==> src/rtl/spi_reg_pkg.sv <==
// Shared constants and types for the SPI register controller: register map,
// CTRL bit positions, frame length and sequencer states.
package spi_reg_pkg;

  localparam int unsigned FRAME_LEN = 16;

  localparam logic [3:0] ADDR_LED    = 4'd0;
  localparam logic [3:0] ADDR_CTRL   = 4'd1;
  localparam logic [3:0] ADDR_SAWDIV = 4'd2;
  localparam logic [3:0] ADDR_STATUS = 4'd3;
  localparam logic [3:0] ADDR_ID     = 4'd4;

  localparam int unsigned CTRL_SRC_SEL = 0;
  localparam int unsigned CTRL_PDM_EN  = 1;

  typedef enum logic [1:0] {
    StIdle,
    StHdr,
    StData
  } state_e;

endpackage

==> src/rtl/spi_reg_ctrl_if.sv <==
// SPI pin bundle between the SAMD51 master and the register controller.
interface spi_reg_ctrl_if;
  logic spi_cs;
  logic spi_sck;
  logic spi_mosi;
  logic spi_miso;

  modport master (output spi_cs, output spi_sck, output spi_mosi, input spi_miso);
  modport slave  (input spi_cs, input spi_sck, input spi_mosi, output spi_miso);
endinterface

==> src/rtl/sync_edge.sv <==
// Two-flop synchroniser for an asynchronous pin plus a third flop for edge detect.
module sync_edge (
  input  logic clk,
  input  logic din,
  output logic level,
  output logic rise,
  output logic fall
);

  // No reset: the chain settles to the pin level, so a reset never fakes an edge.
  logic [2:0] sync_q;

  always_ff @(posedge clk) begin
    sync_q <= {sync_q[1:0], din};
  end

  assign level = sync_q[1];
  assign rise  = sync_q[1] & ~sync_q[2];
  assign fall  = ~sync_q[1] & sync_q[2];

endmodule

==> src/rtl/spi_reg_ctrl.sv <==
// SPI slave sequencer: 16-bit header then burst 16-bit data frames, driving the
// LED/CTRL/saw-divider registers and returning status/ID on reads.
module spi_reg_ctrl
  import spi_reg_pkg::*;
#(
  parameter logic [15:0] ID_VALUE    = 16'hD0B1,
  parameter logic [15:0] SAW_DIV_RST = 16'd25000,
  parameter logic [15:0] LED_RST     = 16'h0000
) (
  input  logic          clk,
  input  logic          rst,
  spi_reg_ctrl_if.slave spi,
  input  logic [15:0]   status_in,
  output logic [15:0]   led_data,
  output logic          src_sel,
  output logic          pdm_en,
  output logic [15:0]   saw_div,
  output logic          wr_stb,
  output logic [3:0]    wr_addr
);

  logic cs_lvl, cs_rise, cs_fall;
  logic sck_lvl, sck_rise, sck_fall;
  logic mosi_lvl, mosi_rise, mosi_fall;
  logic unused_sync;

  sync_edge u_sync_cs (
    .clk  (clk),
    .din  (spi.spi_cs),
    .level(cs_lvl),
    .rise (cs_rise),
    .fall (cs_fall)
  );

  sync_edge u_sync_sck (
    .clk  (clk),
    .din  (spi.spi_sck),
    .level(sck_lvl),
    .rise (sck_rise),
    .fall (sck_fall)
  );

  sync_edge u_sync_mosi (
    .clk  (clk),
    .din  (spi.spi_mosi),
    .level(mosi_lvl),
    .rise (mosi_rise),
    .fall (mosi_fall)
  );

  assign unused_sync = ^{cs_lvl, sck_lvl, mosi_rise, mosi_fall};

  state_e      st_q;
  logic [15:0] shift_q;
  logic [15:0] miso_q;
  logic [3:0]  bit_cnt_q;
  logic [3:0]  addr_q;
  logic        wr_q;
  logic        skip_q;
  logic        done_q;  // a full frame landed in shift_q last cycle

  logic [3:0]  rd_addr;
  logic [15:0] rd_data;

  // Header frame reads its own address; data frames prefetch the next one.
  always_comb begin
    rd_addr = (st_q == StHdr) ? shift_q[3:0] : addr_q + 4'd1;
    case (rd_addr)
      ADDR_LED:    rd_data = led_data;
      ADDR_CTRL:   rd_data = {14'b0, pdm_en, src_sel};
      ADDR_SAWDIV: rd_data = saw_div;
      ADDR_STATUS: rd_data = status_in;
      ADDR_ID:     rd_data = ID_VALUE;
      default:     rd_data = 16'h0000;
    endcase
  end

  assign spi.spi_miso = miso_q[15];

  always_ff @(posedge clk) begin
    if (rst) begin
      st_q      <= StIdle;
      shift_q   <= '0;
      miso_q    <= '0;
      bit_cnt_q <= '0;
      addr_q    <= '0;
      wr_q      <= 1'b0;
      skip_q    <= 1'b0;
      done_q    <= 1'b0;
      led_data  <= LED_RST;
      src_sel   <= 1'b0;
      pdm_en    <= 1'b0;
      saw_div   <= SAW_DIV_RST;
      wr_stb    <= 1'b0;
      wr_addr   <= '0;
    end else begin
      wr_stb <= 1'b0;
      done_q <= 1'b0;

      case (st_q)
        StIdle: begin
          if (cs_fall) begin
            st_q      <= StHdr;
            bit_cnt_q <= '0;
            miso_q    <= '0;
          end
        end
        StHdr, StData: begin
          if (sck_rise) begin
            shift_q   <= {shift_q[14:0], mosi_lvl};
            bit_cnt_q <= bit_cnt_q + 4'd1;
            if (bit_cnt_q == 4'(FRAME_LEN - 1)) begin
              done_q <= 1'b1;
            end
          end
          if (sck_fall && st_q == StData) begin
            if (skip_q) begin
              skip_q <= 1'b0;
            end else begin
              miso_q <= {miso_q[14:0], 1'b0};
            end
          end
        end
        default: st_q <= StIdle;
      endcase

      if (done_q) begin
        if (st_q == StHdr) begin
          wr_q   <= shift_q[15];
          addr_q <= shift_q[3:0];
          st_q   <= StData;
          if (!shift_q[15]) begin
            miso_q <= rd_data;
            skip_q <= 1'b1;
          end
        end else if (st_q == StData) begin
          if (wr_q && addr_q <= ADDR_SAWDIV) begin
            wr_stb  <= 1'b1;
            wr_addr <= addr_q;
            case (addr_q)
              ADDR_LED:  led_data <= shift_q;
              ADDR_CTRL: begin
                src_sel <= shift_q[CTRL_SRC_SEL];
                pdm_en  <= shift_q[CTRL_PDM_EN];
              end
              default:   saw_div <= shift_q;
            endcase
          end
          addr_q <= addr_q + 4'd1;
          if (!wr_q) begin
            miso_q <= rd_data;
            skip_q <= 1'b1;
          end
        end
      end

      // cs rise beats everything else; a completed frame's commit above still lands.
      if (cs_rise) begin
        st_q      <= StIdle;
        done_q    <= 1'b0;
        miso_q    <= '0;
        skip_q    <= 1'b0;
        bit_cnt_q <= '0;
      end
    end
  end

endmodule

==> src/flat_wrapper.sv <==
// flat-port wrapper written by rule: the top's interface ports become plain ports
module spi_reg_ctrl_flat import spi_reg_pkg::*;
#(
  parameter logic [15:0] ID_VALUE    = 16'hD0B1,
  parameter logic [15:0] SAW_DIV_RST = 16'd25000,
  parameter logic [15:0] LED_RST     = 16'h0000
)
  (clk, rst, status_in, led_data, src_sel, pdm_en, saw_div, wr_stb, wr_addr, spi_spi_cs, spi_spi_sck, spi_spi_mosi, spi_spi_miso);
  spi_reg_ctrl_if spi_i ();
  input  logic clk;
  input  logic rst;
  input  logic [15:0] status_in;
  output logic [15:0] led_data;
  output logic src_sel;
  output logic pdm_en;
  output logic [15:0] saw_div;
  output logic wr_stb;
  output logic [3:0] wr_addr;
  input wire logic [$bits(spi_i.spi_cs)-1:0] spi_spi_cs;
  input wire logic [$bits(spi_i.spi_sck)-1:0] spi_spi_sck;
  input wire logic [$bits(spi_i.spi_mosi)-1:0] spi_spi_mosi;
  output wire logic [$bits(spi_i.spi_miso)-1:0] spi_spi_miso;
  assign spi_i.spi_cs = spi_spi_cs;
  assign spi_i.spi_sck = spi_spi_sck;
  assign spi_i.spi_mosi = spi_spi_mosi;
  assign spi_spi_miso = spi_i.spi_miso;
  spi_reg_ctrl #(.ID_VALUE(ID_VALUE), .SAW_DIV_RST(SAW_DIV_RST), .LED_RST(LED_RST)) u_core (.clk(clk), .rst(rst), .spi(spi_i), .status_in(status_in), .led_data(led_data), .src_sel(src_sel), .pdm_en(pdm_en), .saw_div(saw_div), .wr_stb(wr_stb), .wr_addr(wr_addr));
endmodule
==> config.mk <==
export PLATFORM = sky130hd
export DESIGN_NAME = spi_reg_ctrl_flat
export DESIGN_NICKNAME = d
export VERILOG_FILES = /design/src/rtl/spi_reg_pkg.sv /design/src/rtl/spi_reg_ctrl_if.sv /design/src/rtl/sync_edge.sv /design/src/rtl/spi_reg_ctrl.sv /design/src/flat_wrapper.sv
export SDC_FILE = /design/constraint.sdc
export NUM_CORES = 1
export LEC_CHECK = 0
export BUFFER_PORTS_ARGS = -buffer_cell sky130_fd_sc_hd__buf_4
export CORE_MARGIN = 10
export CORE_UTILIZATION = 35
export CTS_CLUSTER_DIAMETER = 120
export DETAILED_ROUTE_END_ITERATION = 7
export PLACE_DENSITY = 0.57
export RECOVER_POWER = 50
export SLEW_MARGIN = 40
export SYNTH_ARGS = -nofsm -noshare
export SYNTH_HDL_FRONTEND = slang
export SYNTH_SLANG_ARGS = --single-unit
export TNS_END_PERCENT = 30
==> constraint.sdc <==
create_clock -name clk -period 2.75 [get_ports clk]
set_clock_uncertainty 0.05 [all_clocks]
set_input_delay 0.55 -clock clk [delete_from_list [all_inputs] [get_ports clk]]
set_output_delay 0.55 -clock clk [all_outputs]
set_load 0.05 [all_outputs]
==> results.yml <==
floorplan:
  initial_utilization_pct: 35.5
  die_height_um: 127
  core-area_mm2: 0.0113
  die-area_mm2: 0.0162
  die_x_um: 127
  rows: 39
  io_pins: 61
global_route:
  grt_pass1_wl_um: 19000
  track_usage_pct: 14.5
  grt_pass1_vias: 3572
  grt_overflow: 0
  antenna_found_initial: 0
  grt_max_degree: 54
power_and_ir_drop:
  pwr-share-clk_pct: 50.0
  seqPwrFrac_pct: 46.5
  powerDensity_mw_per_mm2: 607
  power_frac_comb_pct: 3.6
  max-vdd-ir-drop_mv: 0.392
  p_leak_nw: 1.66
  p_int_mw: 2.28
  p_sw_share_pct: 21.3
  power.switching_mw: 0.616
logic_synthesis:
  synth-seq-area-share_pct: 45.8
  synth.net_count: 494
  synth_ff_type: "dfxtp_1"
  ys_ff_latch: 92
  synth_area_per_cell_um2: 8.68
  synth_edf_count: 0
  ys_types: 54
  ys_warn_count: 0
  syn_inst: 463
  netlist_area_mm2: 0.00402
  async_flop_share_pct: 0
cells_and_area:
  stdcell_count: 659
  layout_commonest_cell: "nand2_1"
  final_cell_mix: "nand2_1 (95), dfxtp_1 (92), a21oi_1 (52), clkbuf_1 (41), buf_4 (28)"
  fin_nets: 542
  synthToLayoutAreaGrowth_pct: 18.5
  drive_gt1_share_pct: 10.7
  num_antenna_cells: 0
route:
  vias: 3575
  drc: 0
  ant_nets: 0
  drt_iter0_markers: 429
  dr.pass1.iters: 5
  vias_per_cell: 5.42
  finalWirelength_um: 11800
  wl_per_cell_um: 17.9
worst_setup_path:
  worstPathRequired_ns: 2.91
  crit_top_cell: "nand2_1"
  crit_family: "simple AND/OR/NAND/NOR gates"
  slowest_delay_ns: 0.48
  end_kind: "register"
  crit_chain: "inv_1, ha_1, and4b_1, o211a_1, nand2_1, nand2_1, a21oi_1"
  crit_arrival_ns: 2.68
  start_kind: "register"
  crit_fanout: 16
  critPathSlowestCell: "nand2_1"
  critical_path_class: "register to register"
  crit_buf_inv: 1
clock_network:
  insertion_delay_ns: 0.35
  ctsHoldBuffers: 0
  postCtsSetupBuffers: 0
  clk_pin_slew_ns: 0.07
  clock_path_buffers: 2
  h-tree-depth: 3
  cts_sinks: 92
  cts_tree: "done"
  clockRootBuffer: "clkbuf_16"
  cts_resized: 0
  cts_buffers: 9
run:
  maxCapViolCount: 0
sta:
  fin_tns_setup_ns: 0
  slew_viol_final: 0
  grt_setup_unrepaired: "false"
  final_hold_viol_count: 0
  fin_crit_sh_pct: 91.5
  max_freq_ghz: 0.397
  finalSetupViolations: 0
  worstMarginPinSlew_ns: 1.08
  slew_headroom_pct: 27.7
  layout_min_cycle_time_ns: 2.52
  whs_ns: 0.271
placed_design:
  dp.cells: 643
  dp_hpwl_um: 8200
  port_buffers: 60
  place_congestion: 0.815
worst_hold_path:
  hold_class: "primary input to register"
run_status:
  status: "finished, final reports clean"
-- power groups by stage --
stage	Clock, mW	Sequential, mW	Combinational (mW)
floorplan	0	1.37	0.0627
global placement	0	1.37	0.102
detailed placement	0	1.37	0.103
CTS	1.47	1.34	0.103
global route	1.52	1.34	0.114
finish	1.44	1.34	0.104
-- cells by family (layout without fill, tap and decap cells) --
group | Yosys count | count (layout) | synth area share, %
AOI/OAI and AO/OA | 127 | 127 | 22.0
xor gates and xnor gates | 2 | 2 | 0.436
adders and majority gates | 10 | 10 | 3.11
buffers and inverters | 41 | 94 | 4.95
DFF | 92 | 92 | 45.8
muxes | 8 | 8 | 2.15
and+or+nand+nor | 183 | 183 | 21.6
-- Yosys cell counts (9+ instances only) --
library cell / count / share of area, %
nand3_1: 27 / 3.4
ha_1: 10 / 3.1
a221oi_1: 10 / 2.2
o21a_1: 10 / 1.9
nor3_1: 10 / 1.2
nand2_1: 95 / 8.9
a22oi_1: 9 / 1.7
clkbuf_1: 16 / 1.5
nor2_1: 17 / 1.6
buf_2: 12 / 1.5
a222oi_1: 12 / 3.0
a21oi_1: 52 / 6.5
and2_1: 9 / 1.4
dfxtp_1: 92 / 46
-- sequential cells by signal, summed over array words and instances (netlist names), 2 cells and up --
| register | flops |
|---|---|
| u_core.u_sync_sck.sync_q | 3 |
| u_core.bit_cnt_q | 4 |
| u_core.miso_q | 16 |
| u_core.wr_addr | 4 |
| u_core.addr_q | 4 |
| u_core.u_sync_cs.sync_q | 3 |
| u_core.saw_div | 16 |
| u_core.u_sync_mosi.sync_q | 2 |
| u_core.shift_q | 16 |
| u_core.st_q | 2 |
| u_core.led_data | 16 |
-- layout make-up --
cell class | instances | area [um^2]
clock buffer | 10 | 229
fill | 1203 | 6560
inverter | 7 | 26.3
tap | 143 | 179
sequential | 92 | 1840
multi-input combinational | 330 | 1990
clock inverter | 6 | 116
timing repair buffer | 71 | 383
-- routing by layer --
metal	up-vias	track usage (%)	wire length [um]
li1	1755	-	-
met1	1700	18.1	5300
met2	103	22.8	5510
met3	17	3.64	702
met4	0	6.70	252
met5	-	0	0
-- final timing paths --
kind / startpoint / endpoint / slack (ns) / cells after the start
max: u_core.st_q[1] / u_core.led_data[6] / 0.23 / 7
min: spi_spi_cs / u_core.u_sync_cs.sync_q[0] / 0.27 / 1
max reg2reg: u_core.st_q[1] / u_core.led_data[6] / 0.23 / 7
min reg2reg: u_core.u_sync_mosi.sync_q[0] / u_core.u_sync_mosi.sync_q[1] / 0.28 / 0
-- stage by stage --
step / setup slack (ns) / power, mW / utilization, % / area [um^2]
2_1_floorplan: 0.766 / 1.44 / - / 4020
5_1_grt: 0.0587 / 2.98 / 42.1 / 4760
3_5_place_dp: 0.171 / 1.48 / 40.3 / 4560
3_3_place_gp: 0.251 / 1.48 / 40.3 / 4560
4_1_cts: 0.141 / 2.91 / 43.3 / 4900
6_report: 0.232 / 2.89 / 42.1 / 4760
-- worst register-to-register path: cells and delay by family, from the launching register on --
family          cells  cell delay (ns)
buf+inv             1             0.09
compound gates      2             0.42
flops               1             0.41
simple gates        3             1.05
fa+ha+maj           1             0.36
Power figures use the tool's default switching activity.
